--- config.mk ---
export PLATFORM = sky130hd
export DESIGN_NAME = usb_txn_ctrl_flat
export DESIGN_NICKNAME = d
export VERILOG_FILES = /design/src/rtl/usb_txn_ctrl_if.sv /design/src/rtl/usb_txn_ctrl.sv /design/src/flat_wrapper.sv
export SDC_FILE = /design/constraint.sdc
export NUM_CORES = 1
export LEC_CHECK = 0
export CELL_PAD_IN_SITES_DETAIL_PLACEMENT = 0
export CELL_PAD_IN_SITES_GLOBAL_PLACEMENT = 2
export CORE_UTILIZATION = 27
export CTS_CLUSTER_DIAMETER = 80
export DETAILED_ROUTE_END_ITERATION = 10
export GPL_TIMING_DRIVEN = 0
export PLACE_DENSITY = 0.86
export REMOVE_ABC_BUFFERS = 1
export SYNTH_ARGS = -nofsm -noshare
export SYNTH_HDL_FRONTEND = slang
export SYNTH_SLANG_ARGS = --single-unit
--- constraint.sdc ---
create_clock -name clk -period 7.7 [get_ports clk]
set_input_delay 0.77 -clock clk [delete_from_list [all_inputs] [get_ports clk]]
set_output_delay 0.77 -clock clk [all_outputs]
set_load 0.02 [all_outputs]
--- src/rtl/usb_txn_ctrl_if.sv ---
// rtl/usb_txn_ctrl_if.sv - request, pipeOut and pipeIn signal bundle for usb_txn_ctrl
interface usb_txn_ctrl_if;
    logic        start;
    logic        is_in;
    logic [6:0]  txn_addr;
    logic [3:0]  txn_endp;
    logic [63:0] wdata;
    logic        busy;
    logic        done;
    logic        success;
    logic [63:0] rdata;
    logic [3:0]  pid;
    logic [6:0]  addr;
    logic [3:0]  endp;
    logic [63:0] data;
    logic        pkttype;
    logic        pktready_bs;
    logic        tx_sent;
    logic        writing;
    logic        rx_pktready;
    logic [63:0] rx_data;
    logic        rx_error;
    logic        rx_ack;
    logic        rx_nak;

    modport master (
        output start, is_in, txn_addr, txn_endp, wdata,
        output tx_sent, rx_pktready, rx_data, rx_error, rx_ack, rx_nak,
        input  busy, done, success, rdata, pid, addr, endp, data,
        input  pkttype, pktready_bs, writing
    );

    modport slave (
        input  start, is_in, txn_addr, txn_endp, wdata,
        input  tx_sent, rx_pktready, rx_data, rx_error, rx_ack, rx_nak,
        output busy, done, success, rdata, pid, addr, endp, data,
        output pkttype, pktready_bs, writing
    );
endinterface

--- src/rtl/usb_txn_ctrl.sv ---
// rtl/usb_txn_ctrl.sv - host USB transaction sequencer with NAK/error/timeout retry
module usb_txn_ctrl #(
    parameter int TIMEOUT   = 255,
    parameter int MAX_RETRY = 8
) (
    input  logic          clk,
    input  logic          rst_L,
    usb_txn_ctrl_if.slave bus
);
    localparam int TW = $clog2(TIMEOUT + 1);
    localparam int RW = $clog2(MAX_RETRY + 1);

    localparam logic [3:0] S_IDLE  = 4'd0;
    localparam logic [3:0] S_TOK   = 4'd1;
    localparam logic [3:0] S_TOKW  = 4'd2;
    localparam logic [3:0] S_DAT   = 4'd3;
    localparam logic [3:0] S_DATW  = 4'd4;
    localparam logic [3:0] S_HSW   = 4'd5;
    localparam logic [3:0] S_INW   = 4'd6;
    localparam logic [3:0] S_ACK   = 4'd7;
    localparam logic [3:0] S_ACKW  = 4'd8;
    localparam logic [3:0] S_RETRY = 4'd9;
    localparam logic [3:0] S_FIN   = 4'd10;

    localparam logic [3:0] PID_OUT   = 4'b0001;
    localparam logic [3:0] PID_IN    = 4'b1001;
    localparam logic [3:0] PID_DATA0 = 4'b0011;
    localparam logic [3:0] PID_ACK   = 4'b0010;

    logic [3:0]    state_q, state_d;
    logic [RW-1:0] retry_q, retry_d;
    logic [TW-1:0] tmo_q, tmo_d;
    logic          is_in_q, is_in_d;
    logic [6:0]    addr_q, addr_d;
    logic [3:0]    endp_q, endp_d;
    logic [63:0]   wdata_q, wdata_d;
    logic          success_q, success_d;
    logic [63:0]   rdata_q, rdata_d;
    logic          busy_q, busy_d;
    logic          done_q, done_d;
    logic [3:0]    pid_q, pid_d;
    logic [63:0]   data_q, data_d;
    logic          pkttype_q, pkttype_d;
    logic          pktready_q, pktready_d;
    logic          writing_q, writing_d;

    logic tmo_hit;
    assign tmo_hit = (tmo_q == TW'(TIMEOUT - 1));

    always_comb begin
        state_d   = state_q;
        retry_d   = retry_q;
        tmo_d     = tmo_q;
        is_in_d   = is_in_q;
        addr_d    = addr_q;
        endp_d    = endp_q;
        wdata_d   = wdata_q;
        success_d = success_q;
        rdata_d   = rdata_q;
        case (state_q)
            S_IDLE: if (bus.start) begin
                is_in_d   = bus.is_in;
                addr_d    = bus.txn_addr;
                endp_d    = bus.txn_endp;
                wdata_d   = bus.wdata;
                retry_d   = RW'(1);
                success_d = 1'b0;
                rdata_d   = '0;
                state_d   = S_TOK;
            end
            S_TOK:  state_d = S_TOKW;
            S_TOKW: if (bus.tx_sent) begin
                tmo_d   = '0;
                state_d = is_in_q ? S_INW : S_DAT;
            end
            S_DAT:  state_d = S_DATW;
            S_DATW: if (bus.tx_sent) begin
                tmo_d   = '0;
                state_d = S_HSW;
            end
            // error beats NAK beats ACK; timeout only when nothing arrived
            S_HSW: begin
                tmo_d = tmo_q + TW'(1);
                if (bus.rx_error || bus.rx_nak) state_d = S_RETRY;
                else if (bus.rx_ack) begin
                    success_d = 1'b1;
                    state_d   = S_FIN;
                end else if (tmo_hit) state_d = S_RETRY;
            end
            S_INW: begin
                tmo_d = tmo_q + TW'(1);
                if (bus.rx_error || bus.rx_nak) state_d = S_RETRY;
                else if (bus.rx_pktready) begin
                    rdata_d = bus.rx_data;
                    state_d = S_ACK;
                end else if (tmo_hit) state_d = S_RETRY;
            end
            S_ACK:  state_d = S_ACKW;
            S_ACKW: if (bus.tx_sent) begin
                success_d = 1'b1;
                state_d   = S_FIN;
            end
            S_RETRY: if (retry_q == RW'(MAX_RETRY)) begin
                success_d = 1'b0;
                state_d   = S_FIN;
            end else begin
                retry_d = retry_q + RW'(1);
                state_d = S_TOK;
            end
            S_FIN:   state_d = S_IDLE;
            default: state_d = S_IDLE;
        endcase
    end

    // Outputs are decoded from the next state so they register in step with it.
    always_comb begin
        busy_d     = (state_d != S_IDLE);
        done_d     = (state_d == S_FIN);
        pktready_d = (state_d == S_TOK) || (state_d == S_DAT) || (state_d == S_ACK);
        writing_d  = (state_d == S_TOK) || (state_d == S_TOKW) || (state_d == S_DAT) ||
                     (state_d == S_DATW) || (state_d == S_ACK) || (state_d == S_ACKW);
        pkttype_d  = (state_d == S_DAT);
        data_d     = (state_d == S_DAT) ? wdata_d : '0;
        pid_d      = '0;
        case (state_d)
            S_TOK:   pid_d = is_in_d ? PID_IN : PID_OUT;
            S_DAT:   pid_d = PID_DATA0;
            S_ACK:   pid_d = PID_ACK;
            default: pid_d = '0;
        endcase
    end

    always_ff @(posedge clk or posedge rst_L) begin
        if (rst_L) begin
            state_q    <= S_IDLE;
            retry_q    <= '0;
            tmo_q      <= '0;
            is_in_q    <= 1'b0;
            addr_q     <= '0;
            endp_q     <= '0;
            wdata_q    <= '0;
            success_q  <= 1'b0;
            rdata_q    <= '0;
            busy_q     <= 1'b0;
            done_q     <= 1'b0;
            pid_q      <= '0;
            data_q     <= '0;
            pkttype_q  <= 1'b0;
            pktready_q <= 1'b0;
            writing_q  <= 1'b0;
        end else begin
            state_q    <= state_d;
            retry_q    <= retry_d;
            tmo_q      <= tmo_d;
            is_in_q    <= is_in_d;
            addr_q     <= addr_d;
            endp_q     <= endp_d;
            wdata_q    <= wdata_d;
            success_q  <= success_d;
            rdata_q    <= rdata_d;
            busy_q     <= busy_d;
            done_q     <= done_d;
            pid_q      <= pid_d;
            data_q     <= data_d;
            pkttype_q  <= pkttype_d;
            pktready_q <= pktready_d;
            writing_q  <= writing_d;
        end
    end

    assign bus.busy        = busy_q;
    assign bus.done        = done_q;
    assign bus.success     = success_q;
    assign bus.rdata       = rdata_q;
    assign bus.pid         = pid_q;
    assign bus.addr        = addr_q;
    assign bus.endp        = endp_q;
    assign bus.data        = data_q;
    assign bus.pkttype     = pkttype_q;
    assign bus.pktready_bs = pktready_q;
    assign bus.writing     = writing_q;
endmodule

--- src/flat_wrapper.sv ---
// flat-port wrapper written by rule: the top's interface ports become plain ports
module usb_txn_ctrl_flat 
#(
    parameter int TIMEOUT   = 255,
    parameter int MAX_RETRY = 8
)
  (clk, rst_L, bus_start, bus_is_in, bus_txn_addr, bus_txn_endp, bus_wdata, bus_tx_sent, bus_rx_pktready, bus_rx_data, bus_rx_error, bus_rx_ack, bus_rx_nak, bus_busy, bus_done, bus_success, bus_rdata, bus_pid, bus_addr, bus_endp, bus_data, bus_pkttype, bus_pktready_bs, bus_writing);
  usb_txn_ctrl_if bus_i ();
  input  logic clk;
  input  logic rst_L;
  input wire logic [$bits(bus_i.start)-1:0] bus_start;
  input wire logic [$bits(bus_i.is_in)-1:0] bus_is_in;
  input wire logic [$bits(bus_i.txn_addr)-1:0] bus_txn_addr;
  input wire logic [$bits(bus_i.txn_endp)-1:0] bus_txn_endp;
  input wire logic [$bits(bus_i.wdata)-1:0] bus_wdata;
  input wire logic [$bits(bus_i.tx_sent)-1:0] bus_tx_sent;
  input wire logic [$bits(bus_i.rx_pktready)-1:0] bus_rx_pktready;
  input wire logic [$bits(bus_i.rx_data)-1:0] bus_rx_data;
  input wire logic [$bits(bus_i.rx_error)-1:0] bus_rx_error;
  input wire logic [$bits(bus_i.rx_ack)-1:0] bus_rx_ack;
  input wire logic [$bits(bus_i.rx_nak)-1:0] bus_rx_nak;
  output wire logic [$bits(bus_i.busy)-1:0] bus_busy;
  output wire logic [$bits(bus_i.done)-1:0] bus_done;
  output wire logic [$bits(bus_i.success)-1:0] bus_success;
  output wire logic [$bits(bus_i.rdata)-1:0] bus_rdata;
  output wire logic [$bits(bus_i.pid)-1:0] bus_pid;
  output wire logic [$bits(bus_i.addr)-1:0] bus_addr;
  output wire logic [$bits(bus_i.endp)-1:0] bus_endp;
  output wire logic [$bits(bus_i.data)-1:0] bus_data;
  output wire logic [$bits(bus_i.pkttype)-1:0] bus_pkttype;
  output wire logic [$bits(bus_i.pktready_bs)-1:0] bus_pktready_bs;
  output wire logic [$bits(bus_i.writing)-1:0] bus_writing;
  assign bus_i.start = bus_start;
  assign bus_i.is_in = bus_is_in;
  assign bus_i.txn_addr = bus_txn_addr;
  assign bus_i.txn_endp = bus_txn_endp;
  assign bus_i.wdata = bus_wdata;
  assign bus_i.tx_sent = bus_tx_sent;
  assign bus_i.rx_pktready = bus_rx_pktready;
  assign bus_i.rx_data = bus_rx_data;
  assign bus_i.rx_error = bus_rx_error;
  assign bus_i.rx_ack = bus_rx_ack;
  assign bus_i.rx_nak = bus_rx_nak;
  assign bus_busy = bus_i.busy;
  assign bus_done = bus_i.done;
  assign bus_success = bus_i.success;
  assign bus_rdata = bus_i.rdata;
  assign bus_pid = bus_i.pid;
  assign bus_addr = bus_i.addr;
  assign bus_endp = bus_i.endp;
  assign bus_data = bus_i.data;
  assign bus_pkttype = bus_i.pkttype;
  assign bus_pktready_bs = bus_i.pktready_bs;
  assign bus_writing = bus_i.writing;
  usb_txn_ctrl #(.TIMEOUT(TIMEOUT), .MAX_RETRY(MAX_RETRY)) u_core (.clk(clk), .rst_L(rst_L), .bus(bus_i));
endmodule
==> results.yml, run 1 <==
floorplanning:
  die_width_um: 183
  ioPinCount: 297
  fp.dieArea_um2: 33600
  num_rows: 66
  start_util_pct: 27.4
  die_h_um: 183
  core_um2: 32500
setup_path:
  arrival_ns: 3.67
  rrSetupSlack_ns: 4.48
  criticalPathCategory: "flip-flop to flip-flop"
  r2r-end: "u_core.bus.rdata[30]"
  required_ns: 8.15
  worstPathMaxFanout: 69
  end_kind: "flip-flop"
  r2r_cells: 7
  start_kind: "flip-flop"
  rr_startpoint: "u_core.state_q[1]"
cells_and_area:
  fin_util_pct: 40.5
  area_growth_pct: 48.1
  nets: 1330
  diodes: 0
  stdcell_area_um2: 13200
  n_fill_cell: 3259
  drive_gt1_share_pct: 4.70
synth:
  yosysMostFrequentCell: "nand2_1"
  synth_top_area_share_pct: 64.5
  synthFlopType: "dfrtp_1"
  synth_seq_area_share_pct: 64.5
  synthArstFlopShare_pct: 100
  ys_top_cells_by_count: "364 x nand2_1, 229 x dfrtp_1, 70 x nand3_1"
  synth_area_leaders: "dfrtp_1 65%, nand2_1 15%, and2_1 4.5%"
  yosys_register_bits: 229
  synth_top_cell_by_area: "dfrtp_1"
  synth_edf_count: 0
  syn_inst: 899
  yosysWarnings: 0
  avgSynthCellArea_um2: 9.88
  synth_cell_types: 56
  synth_area_um2: 8880
power:
  p_per_area_nw_per_um2: 326
  p_leak_nw: 6.32
  ir_drop_mv: 0.200
  power.total_mw: 4.29
hold_path:
  holdPathStages: 2
  min-delay-path-class: "flip-flop to flip-flop"
  holdPathEnd: "u_core.wdata_q[48]"
  hold_path_startpoint: "u_core.wdata_q[48]"
detailed_routing:
  routed_via_density: 4.34
  wl_per_cell_um: 15.4
  drcViolationCount: 0
  dr.pass1.iters: 4
  wirelength_mm: 25.1
  final_antenna_net_count: 0
  vias: 7093
  drtIter0Drc: 361
timing:
  hold_slack_ns: 0.458
  skew_ns: 0.00573
  maxSlewViolCount: 0
  period_minus_slack_ns: 3.22
  worstMarginPinSlew_ns: 0.952
  slew_headroom_pct: 36.6
  fin_crit_sh_pct: 41.8
  finalSetupTns_ns: 0
  finalSetupViolCount: 0
  rsz0062_at_grt: "false"
  final_hold_viol_count: 0
  fmax_ghz: 0.310
grt:
  grt_usage_pct: 14.8
  grt_pass1_vias: 7205
  grt_pass1_wl_mm: 39.6
  grt-ovfl-total: 0
  grt_max_degree: 121
  antenna_found_initial: 0
clock_tree:
  cts_made_buffers: 27
  clock_sinks: 229
  clk_latency_ns: 0.52
  h-tree-depth: 1
  clockRootBuffer: "clkbuf_16"
  cts_hold_buf: 0
  clk_pin_slew_worst_paths_ns: 0.06
  tritoncts: "built"
  ctsResizeCount: 0
  clk_path_buf_depth: 3
  post-cts-setup-buffers: 0
job:
  cap_viol_max_count: 0
place:
  placed_cell_area_um2: 12300
  port_buffers: 295
  gp_congestion: 0.777
  hpwl_mm: 16.9
outcome:
  status: "completed"
## kinds of logic after synthesis
| group | Yosys count | synth area share (%) |
|---|---|---|
| flops | 229 | 64.5 |
| buf+inv | 64 | 3.35 |
| mux | 1 | 0.127 |
| simple gates | 556 | 27.8 |
| xor+xnor | 8 | 0.789 |
| fa+ha+maj | 4 | 0.563 |
| other cells | 1 | 0.0422 |
| compound gates | 36 | 2.86 |
## area by class of cell
type                            count  area (µm²)  area share (%)
Clock inverter                      5        55.1           0.418
Sequential cell                   229        5730            43.6
Tap cell                          442         553            4.20
Clock buffer                       37         763            5.80
Inverter                           12        52.6           0.399
Timing Repair Buffer              302        3120            23.7
Multi-Input combinational cell    606        2880            21.9
## per-stage QoR
stage | worst slack (ns) | cells
6_report | 4.48 | 1633
5_1_grt | 4.24 | 1633
4_1_cts | 4.47 | 1633
3_5_place_dp | 4.39 | 1591
3_3_place_gp | -2.71 | 1584
2_1_floorplan | 0.654 | 847
## sequential cells by signal, summed over array words and instances, names as in the netlist, 3 cells and up
signal and cells:
u_core.state_q 4, u_core.bus.addr 7, u_core.wdata_q 64, u_core.bus.endp 4, u_core.tmo_q 8, u_core.bus.pid 3, u_core.bus.data 64, u_core.bus.rdata 64
u_core.retry_q 4
## layer usage
layer / routed length, µm / GRT usage, % / vias to the layer above
li1: - / - / 3417
met1: 10500 / 18.4 / 3349
met2: 11100 / 23.3 / 280
met3: 2810 / 6.00 / 47
met4: 717 / 4.87 / 0
met5: 0 / 0 / -
## cells in the final DEF, fill, tap and decap left out, types with 4 or more instances in the layout
cell and instances:
nand3_1 70, nand2_1 364, nor2b_1 5, clkbuf_8 5
inv_1 10, buf_16 4, nor2_1 18, xor2_1 7
ha_1 4, clkdlybuf4s50_1 295, nand4_1 8, and2_1 64
a21oi_1 5, o21ai_0 8, clkbuf_1 5, dfrtp_1 229
clkbuf_16 27
## power breakdown
part           internal (mW)  switching [mW]
sequential              1.52           0.142
clock                  0.714           0.476
combinational          0.579           0.868
total                   2.81            1.49
## worst max path at each step
stage,from,to,slack [ns]
floorplan,rst_L,u_core.bus.addr[0],0.65
CTS,u_core.state_q[0],u_core.bus.rdata[30],4.47
global route,u_core.state_q[0],u_core.bus.rdata[26],4.24
finish,u_core.state_q[1],u_core.bus.rdata[30],4.48
global placement,rst_L,u_core.wdata_q[2],-2.71
detailed placement,bus_start,u_core.bus.rdata[30],4.39
## critical path, cell delays in order (launching register included)
cell and delay [ns]:
dfrtp_1 0.67, and4bb_4 0.93, nand2_1 0.26, a21oi_4 0.55, buf_16 0.24, buf_16 0.18
nand3_1 0.15, nand2_1 0.13
(Power assumes the default switching activity.)
==> inputs of run 2 (changes only) <==
- clock period: 7.7 -> 3.3 ns (I/O delays scaled with it)
==> run 2 against run 1 <==
  * Clock power rose by 130%
  * Final cell count is 0.18% higher
  * Die area is the same
  * Final area is 0.21% higher
  * Via count is 0.45% higher
  * Core utilization grew 0.085 points
  * Setup slack got worse by 4.0 ns
  * Sequential power rose by 130%
  * Worst hold slack worse by 0.13 ns
  * Critical path type unchanged
  * Largest cell class unchanged
  * Largest power group unchanged
  * Highest routed layer unchanged
==> results.yml, run 2 (synthesis results as in run 1) <==
cells_and_area:
  nets: 1333
  layout_commonest_cell: "nand2_1"
  fin_util_pct: 40.6
  drive_gt1_share_pct: 4.94
  layout_common_cells: "364 x nand2_1, 295 x clkdlybuf4s50_1, 229 x dfrtp_1"
  finalNonFillerCells: 1636
  area_growth_pct: 48.4
  stdcell_area_um2: 13200
  diodes: 0
power:
  p_leak_nw: 6.33
  ir_drop_mv: 0.469
  p_per_area_nw_per_um2: 765
  power.total_mw: 10.1
place:
  post-place-ws_ns: 0.0843
  placed_cell_area_um2: 12300
  gp_congestion: 0.777
  dp_cells: 1591
  hpwl_mm: 16.9
  port_buffers: 295
setup_path:
  r2r-end: "u_core.bus.rdata[30]"
  crit_path_end: "u_core.bus.rdata[30]"
  crit_cells: 7
  cpMostUsedCell: "buf_16"
  rrSetupSlack_ns: 0.43
  required_ns: 3.75
  r2r_cells: 7
  path_cells: "nor2_1, nand3_4, a21oi_4, buf_16, buf_16, nand3_1, nand2_1"
  rr_startpoint: "u_core.state_q[0]"
  crit_slowest_cell: "dfrtp_1"
  arrival_ns: 3.32
  end_kind: "flip-flop"
  worstPathMaxFanout: 40
  crit_buf_inv: 2
  criticalPathCategory: "flip-flop to flip-flop"
  cpPeakStageDelay_ns: 0.62
  crit_family: "simple AND/OR/NAND/NOR gates"
  crit_start: "u_core.state_q[0]"
  start_kind: "flip-flop"
timing:
  worstMarginPinSlew_ns: 0.860
  rsz0062_at_grt: "false"
  period_minus_slack_ns: 2.87
  fin_ws_ns: 0.434
  maxSlewViolCount: 0
  fin_crit_sh_pct: 86.8
  slew_headroom_pct: 42.6
  skew_ns: 0.00789
  fmax_ghz: 0.349
  final_hold_viol_count: 0
  finalSetupViolCount: 0
detailed_routing:
  final_antenna_net_count: 0
  wirelength_mm: 25.8
  drtIter0Drc: 405
  routed_via_density: 4.36
  vias: 7125
  dr.pass1.iters: 5
  wl_per_cell_um: 15.8
  drcViolationCount: 0
clock_tree:
  cts_hold_buf: 0
  h-tree-depth: 1
  clock_sinks: 229
  clk_path_buf_depth: 3
  clk_pin_slew_worst_paths_ns: 0.06
  tritoncts: "built"
  clk_latency_ns: 0.53
  ctsResizeCount: 0
  clockRootBuffer: "clkbuf_16"
  cts_made_buffers: 27
  post-cts-setup-buffers: 0
grt:
  antenna_found_initial: 0
  grt_usage_pct: 14.8
  grt-ovfl-total: 0
  grt_pass1_wl_mm: 39.6
  grt_pass1_vias: 7205
  grt_max_degree: 121
hold_path:
  min-delay-path-class: "primary input to flip-flop"
floorplanning:
  die_h_um: 183
  die_width_um: 183
  num_rows: 66
  core_um2: 32500
  ioPinCount: 297
  fp.dieArea_um2: 33600
  start_util_pct: 27.4
outcome:
  status: "completed"
job:
  cap_viol_max_count: 0
run 2: worst min path at each step:
stage,startpoint,endpoint,slack [ns],cells after the start
floorplan,u_core.wdata_q[0],u_core.wdata_q[0],0.43,2
global placement,u_core.wdata_q[46],u_core.wdata_q[46],0.45,2
detailed placement,u_core.wdata_q[27],u_core.wdata_q[27],0.45,2
CTS,bus_txn_addr[0],u_core.bus.addr[0],0.30,3
global route,bus_txn_addr[6],u_core.bus.addr[6],0.33,3
finish,bus_txn_addr[0],u_core.bus.addr[0],0.33,3
run 2: cell type report:
class / instances / area [µm²]
fill: 3256 / 19300
sequential: 229 / 5730
timing repair buffer: 304 / 3140
multi-input combinational: 607 / 2890
clock buffer: 37 / 763
tap: 442 / 553
clock inverter: 5 / 55.1
inverter: 12 / 52.6
run 2: layer usage:
metal / track usage [%] / up-vias / share of wire, %
li1: - / 3423 / -
met1: 18.4 / 3372 / 42
met2: 23.3 / 283 / 44
met3: 6.00 / 47 / 11
met4: 4.87 / 0 / 2.8
met5: 0 / - / 0
run 2: report_power, final:
part	leakage (nW)	switching (mW)	internal [mW]
sequential	3.06	0.362	3.54
combinational	2.88	2.04	1.37
clock	0.397	1.11	1.67
run 2: tightest hold or removal path, stage by stage:
cell             delay, ns
clkdlybuf4s50_1       0.39
nand2_1               0.05
nand2_1               0.04
run 2: metrics by stage:
step	TNS (ns)	hold slack, ns
6_report	0	0.332
5_1_grt	0	0.326
4_1_cts	0	0.301
3_5_place_dp	0	0.451
3_3_place_gp	-1857.13	0.446
2_1_floorplan	-793.06	0.434
